## src/rtl/data_memory_hs.sv

```systemverilog
`default_nettype none
// +--------------------------------------------------------------------------+
// | data_memory_hs: byte-strobed word memory, valid/ready access, init sweep  |
// | Rev 1.0                                                                  |
// +--------------------------------------------------------------------------+
module data_memory_hs #(
  parameter int DATA_W = 32,
  parameter int DEPTH  = 32,
  parameter int ADDR_W = 32
) (
  input  logic                  clk,
  input  logic                  reset,
  input  logic                  req_valid,
  output logic                  req_ready,
  input  logic                  req_write,
  input  logic [ADDR_W-1:0]     req_addr,
  input  logic [DATA_W-1:0]     req_wdata,
  input  logic [DATA_W/8-1:0]   req_wstrb,
  output logic                  resp_valid,
  input  logic                  resp_ready,
  output logic [DATA_W-1:0]     resp_rdata,
  output logic                  resp_err,
  output logic                  init_done
);

  localparam int BYTES = DATA_W / 8;
  localparam int OFF_W = (BYTES > 1) ? $clog2(BYTES) : 0;
  localparam int IDX_W = $clog2(DEPTH);

  localparam logic [1:0] ST_INIT = 2'd0;
  localparam logic [1:0] ST_IDLE = 2'd1;
  localparam logic [1:0] ST_RESP = 2'd2;

  localparam logic [ADDR_W-1:0] DEPTH_A  = ADDR_W'(DEPTH);
  localparam logic [IDX_W-1:0]  LAST_IDX = IDX_W'(DEPTH - 1);

  logic [1:0]        state_q, state_d;
  logic [IDX_W-1:0]  init_ptr_q, init_ptr_d;
  logic [DATA_W-1:0] resp_rdata_q, resp_rdata_d;
  logic              resp_err_q, resp_err_d;
  logic [DATA_W-1:0] mem_q [DEPTH];

  logic [ADDR_W-1:0] w_word_addr;
  logic [IDX_W-1:0]  w_idx;
  logic              w_misaligned;
  logic              w_out_of_range;
  logic              w_bad;
  logic              w_init_we;
  logic              w_wr_en;

  // Full word address is compared so that any set upper bit counts as out of range
  assign w_word_addr    = req_addr >> OFF_W;
  assign w_idx          = w_word_addr[IDX_W-1:0];
  assign w_out_of_range = (w_word_addr >= DEPTH_A);
  assign w_bad          = w_misaligned | w_out_of_range;

  generate
    if (OFF_W == 0) begin : g_no_offset
      assign w_misaligned = 1'b0;
    end else begin : g_offset
      assign w_misaligned = |req_addr[OFF_W-1:0];
    end
  endgenerate

  assign w_init_we = (state_q == ST_INIT);
  assign w_wr_en   = (state_q == ST_IDLE) && req_valid && req_write && !w_bad;

  always_ff @(posedge clk) begin
    if (!reset) begin
      state_q      <= ST_INIT;
      init_ptr_q   <= '0;
      resp_rdata_q <= '0;
      resp_err_q   <= 1'b0;
    end else begin
      state_q      <= state_d;
      init_ptr_q   <= init_ptr_d;
      resp_rdata_q <= resp_rdata_d;
      resp_err_q   <= resp_err_d;
    end
  end

  always_comb begin
    state_d      = state_q;
    init_ptr_d   = init_ptr_q;
    resp_rdata_d = resp_rdata_q;
    resp_err_d   = resp_err_q;
    case (state_q)
      ST_INIT: begin
        init_ptr_d = init_ptr_q + 1'b1;
        if (init_ptr_q == LAST_IDX) begin
          state_d = ST_IDLE;
        end
      end
      ST_IDLE: begin
        if (req_valid) begin
          state_d      = ST_RESP;
          resp_err_d   = w_bad;
          resp_rdata_d = (w_bad || req_write) ? '0 : mem_q[w_idx];
        end
      end
      ST_RESP: begin
        if (resp_ready) begin
          state_d = ST_IDLE;
        end
      end
      default: state_d = ST_INIT;
    endcase
  end

  always_comb begin
    req_ready  = 1'b0;
    resp_valid = 1'b0;
    init_done  = 1'b1;
    case (state_q)
      ST_INIT: init_done  = 1'b0;
      ST_IDLE: req_ready  = 1'b1;
      ST_RESP: resp_valid = 1'b1;
      default: init_done  = 1'b0;
    endcase
  end

  assign resp_rdata = resp_rdata_q;
  assign resp_err   = resp_err_q;

  // Storage is never cleared by reset; the init sweep rewrites every word
  always_ff @(posedge clk) begin
    if (reset) begin
      if (w_init_we) begin
        mem_q[init_ptr_q] <= DATA_W'(init_ptr_q);
      end else if (w_wr_en) begin
        for (int k = 0; k < BYTES; k++) begin
          if (req_wstrb[k]) begin
            mem_q[w_idx][8*k +: 8] <= req_wdata[8*k +: 8];
          end
        end
      end
    end
  end

endmodule
`default_nettype wire
```

## config.mk

```make
export PLATFORM = sky130hd
export DESIGN_NAME = data_memory_hs
export DESIGN_NICKNAME = d
export VERILOG_FILES = /design/src/rtl/data_memory_hs.sv
export SDC_FILE = /design/constraint.sdc
export NUM_CORES = 1
export LEC_CHECK = 0
export CORE_MARGIN = 3
export CORE_UTILIZATION = 65
export CTS_CLUSTER_SIZE = 30
export DETAILED_ROUTE_END_ITERATION = 12
export GPL_TIMING_DRIVEN = 0
export PLACE_DENSITY = 0.83
export RECOVER_POWER = 25
export SLEW_MARGIN = 0
export SYNTH_ARGS = -nofsm -noshare
export SYNTH_HDL_FRONTEND = slang
export SYNTH_SLANG_ARGS = --single-unit
```

## constraint.sdc

```tcl
create_clock -name clk -period 9.7 [get_ports clk]
set_clock_uncertainty 0.1 [all_clocks]
set_input_delay 1.94 -clock clk [delete_from_list [all_inputs] [get_ports clk]]
set_output_delay 1.94 -clock clk [all_outputs]
set_load 0.05 [all_outputs]
```

==> summary.txt, run 1 <==
Clocking
  – TritonCTS Buffers: 99
  – Clock Latency Late Sink: 0.68 ns
  – Post-cts repair resize count: 0
  – Clk buf depth: 3
  – Post-CTS Setup Inserts: 0
  – Clk sink count: 1064
  – TritonCTS clock tree: yes
  – Root buf cell: clkbuf_16
  – Clock slew at reported path FFs: 0.06 ns
  – Htree depth: 3
  – # hold bufs at CTS: 0

Placed design
  – Input/output buffers: 105
  – Worst slack at placement: 3.35 ns
  – GPL Wtd Cong: 0.914
  – Final HPWL DP: 71.6 mm
  – Placed cells: 3004

Global routing
  – Vias in the first global route: 23621
  – Gr ovfl total: 0
  – Initial antenna violation count: 1
  – Largest net degree at the start of global routing: 33
  – First-pass GRT wire length: 166 mm
  – GR Util All Layers: 0.353

Pwr
  – Switching Power: 1.99 mW
  – Internal power: 7.40 mW
  – Reg power frac: 0.534
  – Pwr per Cell Area: 200 nW/um2
  – Net Sw Frac: 0.212
  – Leakage: 14.7 nW
  – Comb pwr share: 0.046
  – Worst IR Drop VDD: 0.125 mV
  – Clock power frac: 0.420

Setup path
  – Slowest stage delay, CP: 0.96 ns
  – Worst setup SP type: input pin
  – Worst path arrival time: 7.19 ns
  – Crit-path slowest cell: nor3_1
  – CP dominant cell by count: clkbuf_1
  – Worst path cell trace: dlygate4sd3_1, nor4_1, nand4_1, nor3_1, clkbuf_1, clkbuf_1, nand2_1, o21ai_0, clkbuf_1
  – Crit end category: flip-flop
  – Required @ worst endpoint: 9.90 ns
  – Critical path class: input pin to flip-flop
  – Worst Path Max Fanout: 19

Route
  – Residual DRC count: 0
  – Antenna-violating nets left: 0
  – DRT Wirelength: 116 mm
  – DR vias: 23528
  – First-pass DRT Iterations: 6
  – Initial drt markers: 3604
  – WL/cell: 36.4 um
  – Vias/cell: 7.38

Worst hold path
  – Worst Hold Class: flip-flop to flip-flop

Synthesis
  – Async SR Flop Fraction: 0
  – Yosys warns: 0
  – Most numerous cell in the Yosys netlist: edfxtp_1
  – Largest cells by area after synthesis: edfxtp_1 (74%), mux4_2 (13%), dfxtp_1 (1.9%)
  – Yosys top cell area share: 0.736
  – Yosys reg bits: 1064
  – Top post-synthesis cells by count: edfxtp_1 (1024), mux4_2 (237), nor2_1 (134)
  – Syn Std Cell Area: 41800 um2
  – Post-synthesis sequential area ratio: 0.755
  – Synth Flop Type: edfxtp_1
  – Syn Area/Cell: 20.4 um2
  – Cell taking the most area after synthesis: edfxtp_1
  – Yosys cell types: 51
  – Post-synth EDFFs: 1024
  – Synth Net Count: 2126
  – Synthesized instance count: 2048

Floorplanning
  – Num ports: 109
  – Initial core utilization: 0.660
  – Die X: 259 um
  – Cell Rows: 92
  – Die area: 67300 um2
  – Die Height: 259 um
  – Core area: 63300 um2

Timing
  – Final setup viols: 0
  – Final worst slack: 2.71 ns
  – Min cycle time layout: 6.99 ns
  – Crit share post-route: 0.720
  – Slew headroom: -0.663
  – Maximum clock frequency: 143 MHz
  – RSZ-0062 raised after global routing: no
  – Final Hold Fails: 0
  – Max Slew Vio Count: 223
  – Final setup TNS: 0 ns
  – Hold Worst Slack: 0.399 ns
  – Least-Margin Pin Slew: 2.46 ns

Finish
  – Area Growth Syn to Fin: 12.6%
  – Layout cells sized above 1: 0.198
  – Share of the core filled with cells: 0.743
  – Final Net Count: 2337
  – Final cell count without fillers: 3190

Status
  – Status: finished, violations left
  – Failing checks: capacitance limit, slew limit

Run
  – MaxCap Viol Count: 13
-- sequential cells by signal, indices dropped and copies added, names as in the netlist --
name / cells
resp_err: 1
init_ptr_q: 5
mem_q: 1024
state_q: 2
resp_rdata: 32
-- worst max-delay path: cells and delay by family --
family / cells / cell delay, ns
AND/OR/NAND/NOR: 4 / 2.38
buffers and inverters: 4 / 2.26
AO/OA/AOI/OAI: 1 / 0.59
-- stage by stage --
stage	cell area (um2)	total power, mW
floorplan	41800	5.35
global placement	43900	5.51
detailed placement	44000	5.53
CTS	47200	9.37
global route	47000	9.55
finish	47000	9.39
-- final timing paths --
kind	from	depth (start not counted)	end	slack, ns
setup / recovery	req_addr[13]	9	mem_q[23][2]$_DFFE_PP_	2.71
hold / removal	resp_rdata[3]$_SDFFE_PN0P_	1	resp_rdata[3]$_SDFFE_PN0P_	0.40
setup reg to reg	state_q[0]$_SDFFE_PN0P_	12	mem_q[23][2]$_DFFE_PP_	4.60
hold reg to reg	resp_rdata[3]$_SDFFE_PN0P_	1	resp_rdata[3]$_SDFFE_PN0P_	0.40
-- logic make-up after synthesis --
logic type | synth area share
flops | 0.755
mux | 0.147
simple gates | 0.0394
compound gates | 0.0410
buf+inv | 0.0154
fa+ha+maj | 0.00150
xor+xnor | 0.000629
-- metal layers --
metal,GRT usage,vias up,share of wire
li1,-,8939,-
met2,0.537,2151,0.46
met1,0.462,11955,0.33
met4,0.203,0,0.069
met5,0,-,0
met3,0.103,483,0.14
-- layout by cell type (no fill, tap or decap), drive strengths merged, types with 42 or more instances in the layout --
cell type / instances
edfxtp: 1024
mux4: 237
clkbuf: 197
nor2: 134
mux2i: 75
clkdlybuf4s50: 67
buf: 58
a22oi: 52
clkinv: 48
a21oi: 42
-- power by group through the flow --
| stage | logic [mW] | clock network [mW] | registers (mW) |
|---|---|---|---|
| floorplan | 0.241 | 0 | 5.11 |
| global placement | 0.401 | 0 | 5.11 |
| detailed placement | 0.418 | 0 | 5.11 |
| CTS | 0.429 | 3.92 | 5.01 |
| global route | 0.443 | 4.09 | 5.01 |
| finish | 0.437 | 3.94 | 5.01 |
-- cell type report --
cell class | instances | area (um2)
Timing Repair Buffer | 110 | 1070
Clock buffer | 121 | 2640
Antenna cell | 1 | 2.50
Tap cell | 846 | 1060
Clock inverter | 64 | 622
Multi-Input combinational cell | 845 | 9460
Inverter | 10 | 37.5
Buffer | 129 | 597
Fill cell | 3401 | 16300
Sequential cell | 1064 | 31600
No activity file was read; power rests on OpenSTA's default activity.
==> run 2, diff against run 1 <==
--- a/config.mk
+++ b/config.mk
@@ -6,11 +6,11 @@
 export NUM_CORES = 1
 export LEC_CHECK = 0
 export CORE_MARGIN = 3
-export CORE_UTILIZATION = 65
+export CORE_UTILIZATION = 61
 export CTS_CLUSTER_SIZE = 30
 export DETAILED_ROUTE_END_ITERATION = 12
 export GPL_TIMING_DRIVEN = 0
-export PLACE_DENSITY = 0.83
+export PLACE_DENSITY = 0.79
 export RECOVER_POWER = 25
 export SLEW_MARGIN = 0
 export SYNTH_ARGS = -nofsm -noshare
==> constraint.sdc (replaced) <==
create_clock -name clk -period 7.3 [get_ports clk]
set_clock_uncertainty 0.1 [all_clocks]
set_input_delay 1.46 -clock clk [delete_from_list [all_inputs] [get_ports clk]]
set_output_delay 1.46 -clock clk [all_outputs]
set_load 0.05 [all_outputs]
==> summary.txt, run 2 (synthesis gave the netlist of run 1 again) <==
Floorplanning
  – Initial core utilization: 0.619 (was 0.660)
  – Num ports: 109 (unchanged)
  – Cell Rows: 95 (was 92)
  – Die X: 268 um (was 259 um)
  – Core area: 67500 um2 (was 63300 um2)
  – Die Height: 268 um (was 259 um)
  – Die area: 71600 um2 (was 67300 um2)

Clocking
  – Root buf cell: clkbuf_16 (unchanged)
  – Clock Latency Late Sink: 0.66 ns (was 0.68 ns)
  – Post-CTS Setup Inserts: 0 (unchanged)
  – Clk buf depth: 3 (unchanged)
  – # hold bufs at CTS: 0 (unchanged)
  – Htree depth: 3 (unchanged)
  – Clock slew at reported path FFs: 0.06 ns (about the same)
  – Clk sink count: 1064 (unchanged)
  – Post-cts repair resize count: 0 (unchanged)
  – TritonCTS clock tree: yes (unchanged)
  – TritonCTS Buffers: 100 (was 99)

Global routing
  – Grt met2 use: 0.485 (was 0.537)
  – Vias in the first global route: 22984 (was 23621)
  – Met1 Use GR: 0.424 (was 0.462)
  – Largest net degree at the start of global routing: 33 (unchanged)
  – Initial antenna violation count: 3 (was 1)
  – GR Util All Layers: 0.318 (was 0.353)
  – First-pass GRT wire length: 158 mm (was 166 mm)
  – Met3 usage: 0.0846 (was 0.103)
  – Gr ovfl total: 0 (unchanged)
  – Busiest grt layer: met2 (unchanged)

Route
  – Antenna-violating nets left: 0 (unchanged)
  – First-pass DRT Iterations: 6 (unchanged)
  – DR vias: 22732 (was 23528)
  – Vias/cell: 7.06 (was 7.38)
  – DRT Wirelength: 111 mm (was 116 mm)
  – Initial drt markers: 3458 (was 3604)
  – Residual DRC count: 0 (unchanged)
  – WL/cell: 34.6 um (was 36.4 um)

Setup path
  – Worst setup SP type: input pin (unchanged)
  – Top delay family on crit path: buffers and inverters (was simple AND/OR/NAND/NOR gates)
  – Critical path class: input pin to flip-flop (unchanged)
  – Worst path arrival time: 6.21 ns (was 7.19 ns)
  – CP bufs+invs: 4 (unchanged)
  – CP dominant cell by count: clkbuf_1 (unchanged)
  – Crit-path slowest cell: nor3_1 (unchanged)
  – Crit end category: flip-flop (unchanged)
  – Worst path cell trace: dlygate4sd3_1, and2_0, nand4_1, nor3_1, clkbuf_1, clkbuf_1, nand2_1, o21ai_0, clkbuf_1 (was dlygate4sd3_1, nor4_1, nand4_1, nor3_1, clkbuf_1, clkbuf_1, nand2_1, o21ai_0, clkbuf_1)
  – Required @ worst endpoint: 7.51 ns (was 9.90 ns)
  – Slowest stage delay, CP: 0.87 ns (was 0.96 ns)
  – Worst Path Max Fanout: 21 (was 19)

Finish
  – Final cell count without fillers: 3218 (was 3190)
  – Most flops, register: mem_q (unchanged)
  – Commonest non-fill, non-tap cell in the layout: edfxtp_1 (unchanged)
  – Area Growth Syn to Fin: 12.6% (about the same)
  – Layout cells sized above 1: 0.194 (was 0.198)
  – Commonest non-fill, non-tap cells in the layout: edfxtp_1 (1024), mux4_2 (237), nor2_1 (134) (unchanged)
  – Final Net Count: 2338 (was 2337)
  – Max reg flops: 1024 (unchanged)
  – Share of the core filled with cells: 0.697 (was 0.743)

Timing
  – Least-Margin Pin Slew: 2.18 ns (was 2.46 ns)
  – Final Hold Fails: 0 (unchanged)
  – Final setup viols: 0 (unchanged)
  – Crit share post-route: 0.823
  – Min cycle time layout: 6.01 ns
  – Final setup TNS: 0 ns (unchanged)
  – RSZ-0062 raised after global routing: no (unchanged)
  – Slew headroom: -0.476 (was -0.663)
  – Hold Worst Slack: 0.386 ns (was 0.399 ns)
  – Max Slew Vio Count: 192 (was 223)
  – Maximum clock frequency: 166 MHz
  – Final worst slack: 1.29 ns (was 2.71 ns)

Pwr
  – Switching Power: 2.57 mW (was 1.99 mW)
  – Clock power frac: 0.413 (was 0.420)
  – Net Sw Frac: 0.209 (was 0.212)
  – Leakage: 14.6 nW (was 14.7 nW)
  – Comb pwr share: 0.046 (about the same)
  – Worst IR Drop VDD: 0.167 mV (was 0.125 mV)
  – Pwr per Cell Area: 262 nW/um2 (was 200 nW/um2)
  – Reg power frac: 0.541 (was 0.534)
  – Internal power: 9.75 mW (was 7.40 mW)

Placed design
  – GPL Wtd Cong: 0.917 (was 0.914)
  – Placed cells: 3031 (was 3004)
  – Input/output buffers: 105 (unchanged)
  – Final HPWL DP: 71.7 mm (was 71.6 mm)
  – Worst slack at placement: 1.54 ns (was 3.35 ns)

Worst hold path
  – Worst Hold Class: flip-flop to flip-flop (unchanged)

Run
  – MaxCap Viol Count: 10 (was 13)

Status
  – Failing checks: capacitance limit, slew limit (unchanged)
  – Status: finished, violations left (unchanged)
-- run 2: cell type report --
| class | instances | area, um2 |
|---|---|---|
| Sequential cell | 1064 | 31600 |
| Fill cell | 3981 | 20500 |
| Multi-Input combinational cell | 845 | 9490 |
| Clock buffer | 143 | 2850 |
| Timing Repair Buffer | 110 | 1090 |
| Tap cell | 873 | 1090 |
| Buffer | 129 | 586 |
| Clock inverter | 43 | 340 |
| Inverter | 10 | 37.5 |
| Antenna cell | 1 | 2.50 |
-- run 2: worst paths after layout --
| path | to | from | slack [ns] | cells after the start |
|---|---|---|---|---|
| worst max-delay path | mem_q[17][2]$_DFFE_PP_ | req_valid | 1.29 | 9 |
| worst min-delay path | resp_rdata[3]$_SDFFE_PN0P_ | resp_rdata[3]$_SDFFE_PN0P_ | 0.39 | 1 |
| worst max register to register | mem_q[17][2]$_DFFE_PP_ | state_q[1]$_SDFFE_PN0P_ | 2.04 | 10 |
| worst min register to register | resp_rdata[3]$_SDFFE_PN0P_ | resp_rdata[3]$_SDFFE_PN0P_ | 0.39 | 1 |
-- run 2: power by group through the flow --
stage               clock network, mW  logic (mW)  registers, mW
global route                     5.33       0.586           6.66
CTS                              5.09       0.563           6.66
floorplan                           0       0.321           6.79
global placement                    0       0.535           6.79
detailed placement                  0       0.557           6.79
finish                           5.09       0.569           6.66
-- run 2: routing by layer --
| metal | vias to the layer above | share of wire |
|---|---|---|
| met2 | 1813 | 0.47 |
| met3 | 363 | 0.13 |
| met1 | 11619 | 0.34 |
| met5 | - | 0 |
| li1 | 8937 | - |
| met4 | 0 | 0.059 |
-- run 2: per-stage QoR --
step / power, mW / area (um2)
finish: 12.3 / 47000
global route: 12.6 / 47000
CTS: 12.3 / 47200
detailed placement: 7.35 / 44000
global placement: 7.32 / 43900
floorplan: 7.11 / 41800
==> run 3, diff against run 2 <==
--- a/config.mk
+++ b/config.mk
@@ -6,11 +6,11 @@
 export NUM_CORES = 1
 export LEC_CHECK = 0
 export CORE_MARGIN = 3
-export CORE_UTILIZATION = 61
+export CORE_UTILIZATION = 55
 export CTS_CLUSTER_SIZE = 30
 export DETAILED_ROUTE_END_ITERATION = 12
 export GPL_TIMING_DRIVEN = 0
-export PLACE_DENSITY = 0.79
+export PLACE_DENSITY = 0.75
 export RECOVER_POWER = 25
 export SLEW_MARGIN = 0
 export SYNTH_ARGS = -nofsm -noshare
==> constraint.sdc (replaced) <==
create_clock -name clk -period 5.2 [get_ports clk]
set_clock_uncertainty 0.1 [all_clocks]
set_input_delay 1.04 -clock clk [delete_from_list [all_inputs] [get_ports clk]]
set_output_delay 1.04 -clock clk [all_outputs]
set_load 0.05 [all_outputs]
==> summary.txt, run 3 (synthesis gave the netlist of run 1 again) <==
Global routing
  – Gr ovfl total: 0 (unchanged)
  – Initial antenna violation count: 3 (unchanged)
  – Largest net degree at the start of global routing: 33 (unchanged)
  – GR Util All Layers: 0.279 (was 0.318)
  – Vias in the first global route: 22003 (was 22984)
  – First-pass GRT wire length: 155 mm (was 158 mm)

Pwr
  – Leakage: 14.8 nW (was 14.6 nW)
  – Overall power: 17.7 mW (was 12.3 mW)
  – Pwr per Cell Area: 374 nW/um2 (was 262 nW/um2)
  – Worst IR Drop VDD: 0.326 mV (was 0.167 mV)

Finish
  – Fill cells: 4937 (was 3981)
  – Layout cells sized above 1: 0.204 (was 0.194)
  – Area occupied by multi-input gates: 9510 um2 (was 9490 um2)
  – Area Growth Syn to Fin: 13.6% (was 12.6%)
  – Max reg flops: 1024 (unchanged)
  – FF+latch area: 31600 um2 (unchanged)
  – Final Net Count: 2339 (was 2338)
  – Commonest non-fill, non-tap cells in the layout: edfxtp_1 (1024), mux4_2 (237), nor2_1 (134) (unchanged)
  – Commonest non-fill, non-tap cell in the layout: edfxtp_1 (unchanged)
  – Most flops, register: mem_q (unchanged)

Timing
  – Final worst slack: 0.224 ns (was 1.29 ns)
  – Slew headroom: -0.141 (was -0.476)
  – Maximum clock frequency: 201 MHz
  – Min cycle time layout: 4.98 ns
  – Crit share post-route: 0.957
  – Least-Margin Pin Slew: 1.71 ns (was 2.18 ns)
  – Max Slew Vio Count: 142 (was 192)
  – RSZ-0062 raised after global routing: no (unchanged)
  – Final Hold Fails: 0 (unchanged)
  – Final setup viols: 0 (unchanged)

Clocking
  – Clk buf depth: 3 (unchanged)
  – Clock slew at reported path FFs: 0.06 ns (about the same)
  – Post-cts repair resize count: 0 (unchanged)
  – Clk sink count: 1064 (unchanged)
  – TritonCTS Buffers: 101 (was 100)
  – Root buf cell: clkbuf_16 (unchanged)
  – Htree depth: 3 (unchanged)
  – TritonCTS clock tree: yes (unchanged)
  – Clock Latency Late Sink: 0.66 ns (about the same)
  – Post-CTS Setup Inserts: 0 (unchanged)
  – # hold bufs at CTS: 0 (unchanged)

Route
  – Vias/cell: 6.73 (was 7.06)
  – Antenna-violating nets left: 0 (unchanged)
  – Residual DRC count: 0 (unchanged)
  – WL/cell: 33.1 um (was 34.6 um)
  – DRT Wirelength: 110 mm (was 111 mm)
  – First-pass DRT Iterations: 6 (unchanged)
  – Initial drt markers: 2912 (was 3458)
  – DR vias: 22286 (was 22732)

Placed design
  – Final HPWL DP: 71.5 mm (was 71.7 mm)
  – Input/output buffers: 105 (unchanged)
  – Worst slack at placement: -0.138 ns (was 1.54 ns)
  – GPL Wtd Cong: 0.902 (was 0.917)

Setup path
  – Critical Path Source: req_addr[18] (was req_valid)
  – Worst path arrival time: 5.13 ns (was 6.21 ns)
  – Worst reg2reg setup slack: 0.50 ns (was 2.04 ns)
  – Reg2reg start: state_q[1]$_SDFFE_PN0P_ (unchanged)
  – Reg2Reg Depth: 9 (was 10)
  – Worst Path Max Fanout: 10 (was 21)
  – Reg2reg end: mem_q[22][31]$_DFFE_PP_ (was mem_q[17][2]$_DFFE_PP_)
  – Worst setup SP type: input pin (unchanged)
  – Required @ worst endpoint: 5.36 ns (was 7.51 ns)
  – Setup crit end: mem_q[29][24]$_DFFE_PP_ (was mem_q[17][2]$_DFFE_PP_)
  – Critical path class: input pin to flip-flop (unchanged)
  – Crit end category: flip-flop (unchanged)

Floorplanning
  – Die area: 79300 um2 (was 71600 um2)
  – Die Height: 282 um (was 268 um)
  – Cell Rows: 100 (was 95)
  – Core area: 74800 um2 (was 67500 um2)
  – Initial core utilization: 0.558 (was 0.619)
  – Num ports: 109 (unchanged)
  – Die X: 282 um (was 268 um)

Worst hold path
  – Worst Hold Class: flip-flop to flip-flop (unchanged)
  – Hold Crit Depth: 1 (unchanged)

Run
  – MaxCap Viol Count: 8 (was 10)

Status
  – Failing checks: capacitance limit, slew limit (unchanged)
  – Status: finished, violations left (unchanged)
## run 3: changes by cell type in the layout (fill, tap and decap cells not counted), moves of 5 or more
cell	delta
bufinv_16	+11
clkbuf_1	-22
clkbuf_8	-5
clkinv_2	+7
## run 3: final cells by class
class / count / share of cell area
buffer: 129 / 0.0124
antenna: 1 / 0.0000528
multi-input combinational: 845 / 0.201
inverter: 10 / 0.000791
clock buffer: 119 / 0.0567
sequential: 1064 / 0.665
tap: 969 / 0.0256
timing repair buffer: 110 / 0.0237
clock inverter: 63 / 0.0151
## run 3: metal layers
layer  wire (um)  global-route usage
met5          25                   0
met4        4570              0.0993
met3       13700              0.0929
met2       51400               0.432
met1       39900               0.377
## run 3: worst max-delay path, cell delays in order
cell and delay (ns):
clkdlybuf4s50_1 0.40, nor4_1 0.36, and4_1 0.38, clkbuf_1 0.32, clkbuf_1 0.40, a31oi_1 0.32
o22ai_1 1.29, nor2_1 0.61
## run 3: per-stage QoR
stage                     setup TNS (ns)  cells  hold slack [ns]   util  instance area, um2
after floorplan                        0   2048            0.384      -               41800
after global placement           -437.67   3122            0.372  0.588               44000
after detailed placement          -16.69   3127            0.387  0.590               44100
after CTS                              0   3309            0.406  0.635               47500
after global routing                   0   3309            0.416  0.634               47400
final                                  0   3310            0.399  0.634               47400
## run 3: worst min-delay path by stage
stage | endpoint | from | slack (ns)
2_1_floorplan | state_q[0]$_SDFFE_PN0P_ | state_q[0]$_SDFFE_PN0P_ | 0.38
6_report | resp_rdata[31]$_SDFFE_PN0P_ | resp_rdata[31]$_SDFFE_PN0P_ | 0.40
3_3_place_gp | resp_rdata[29]$_SDFFE_PN0P_ | resp_rdata[29]$_SDFFE_PN0P_ | 0.37
4_1_cts | resp_rdata[31]$_SDFFE_PN0P_ | resp_rdata[31]$_SDFFE_PN0P_ | 0.41
3_5_place_dp | resp_rdata[0]$_SDFFE_PN0P_ | resp_rdata[0]$_SDFFE_PN0P_ | 0.39
5_1_grt | resp_rdata[3]$_SDFFE_PN0P_ | resp_rdata[3]$_SDFFE_PN0P_ | 0.42
## run 3: report_power, final
part	internal [mW]	switching [mW]
clock network	4.47	3.11
registers	9.33	0.0161
logic	0.306	0.498
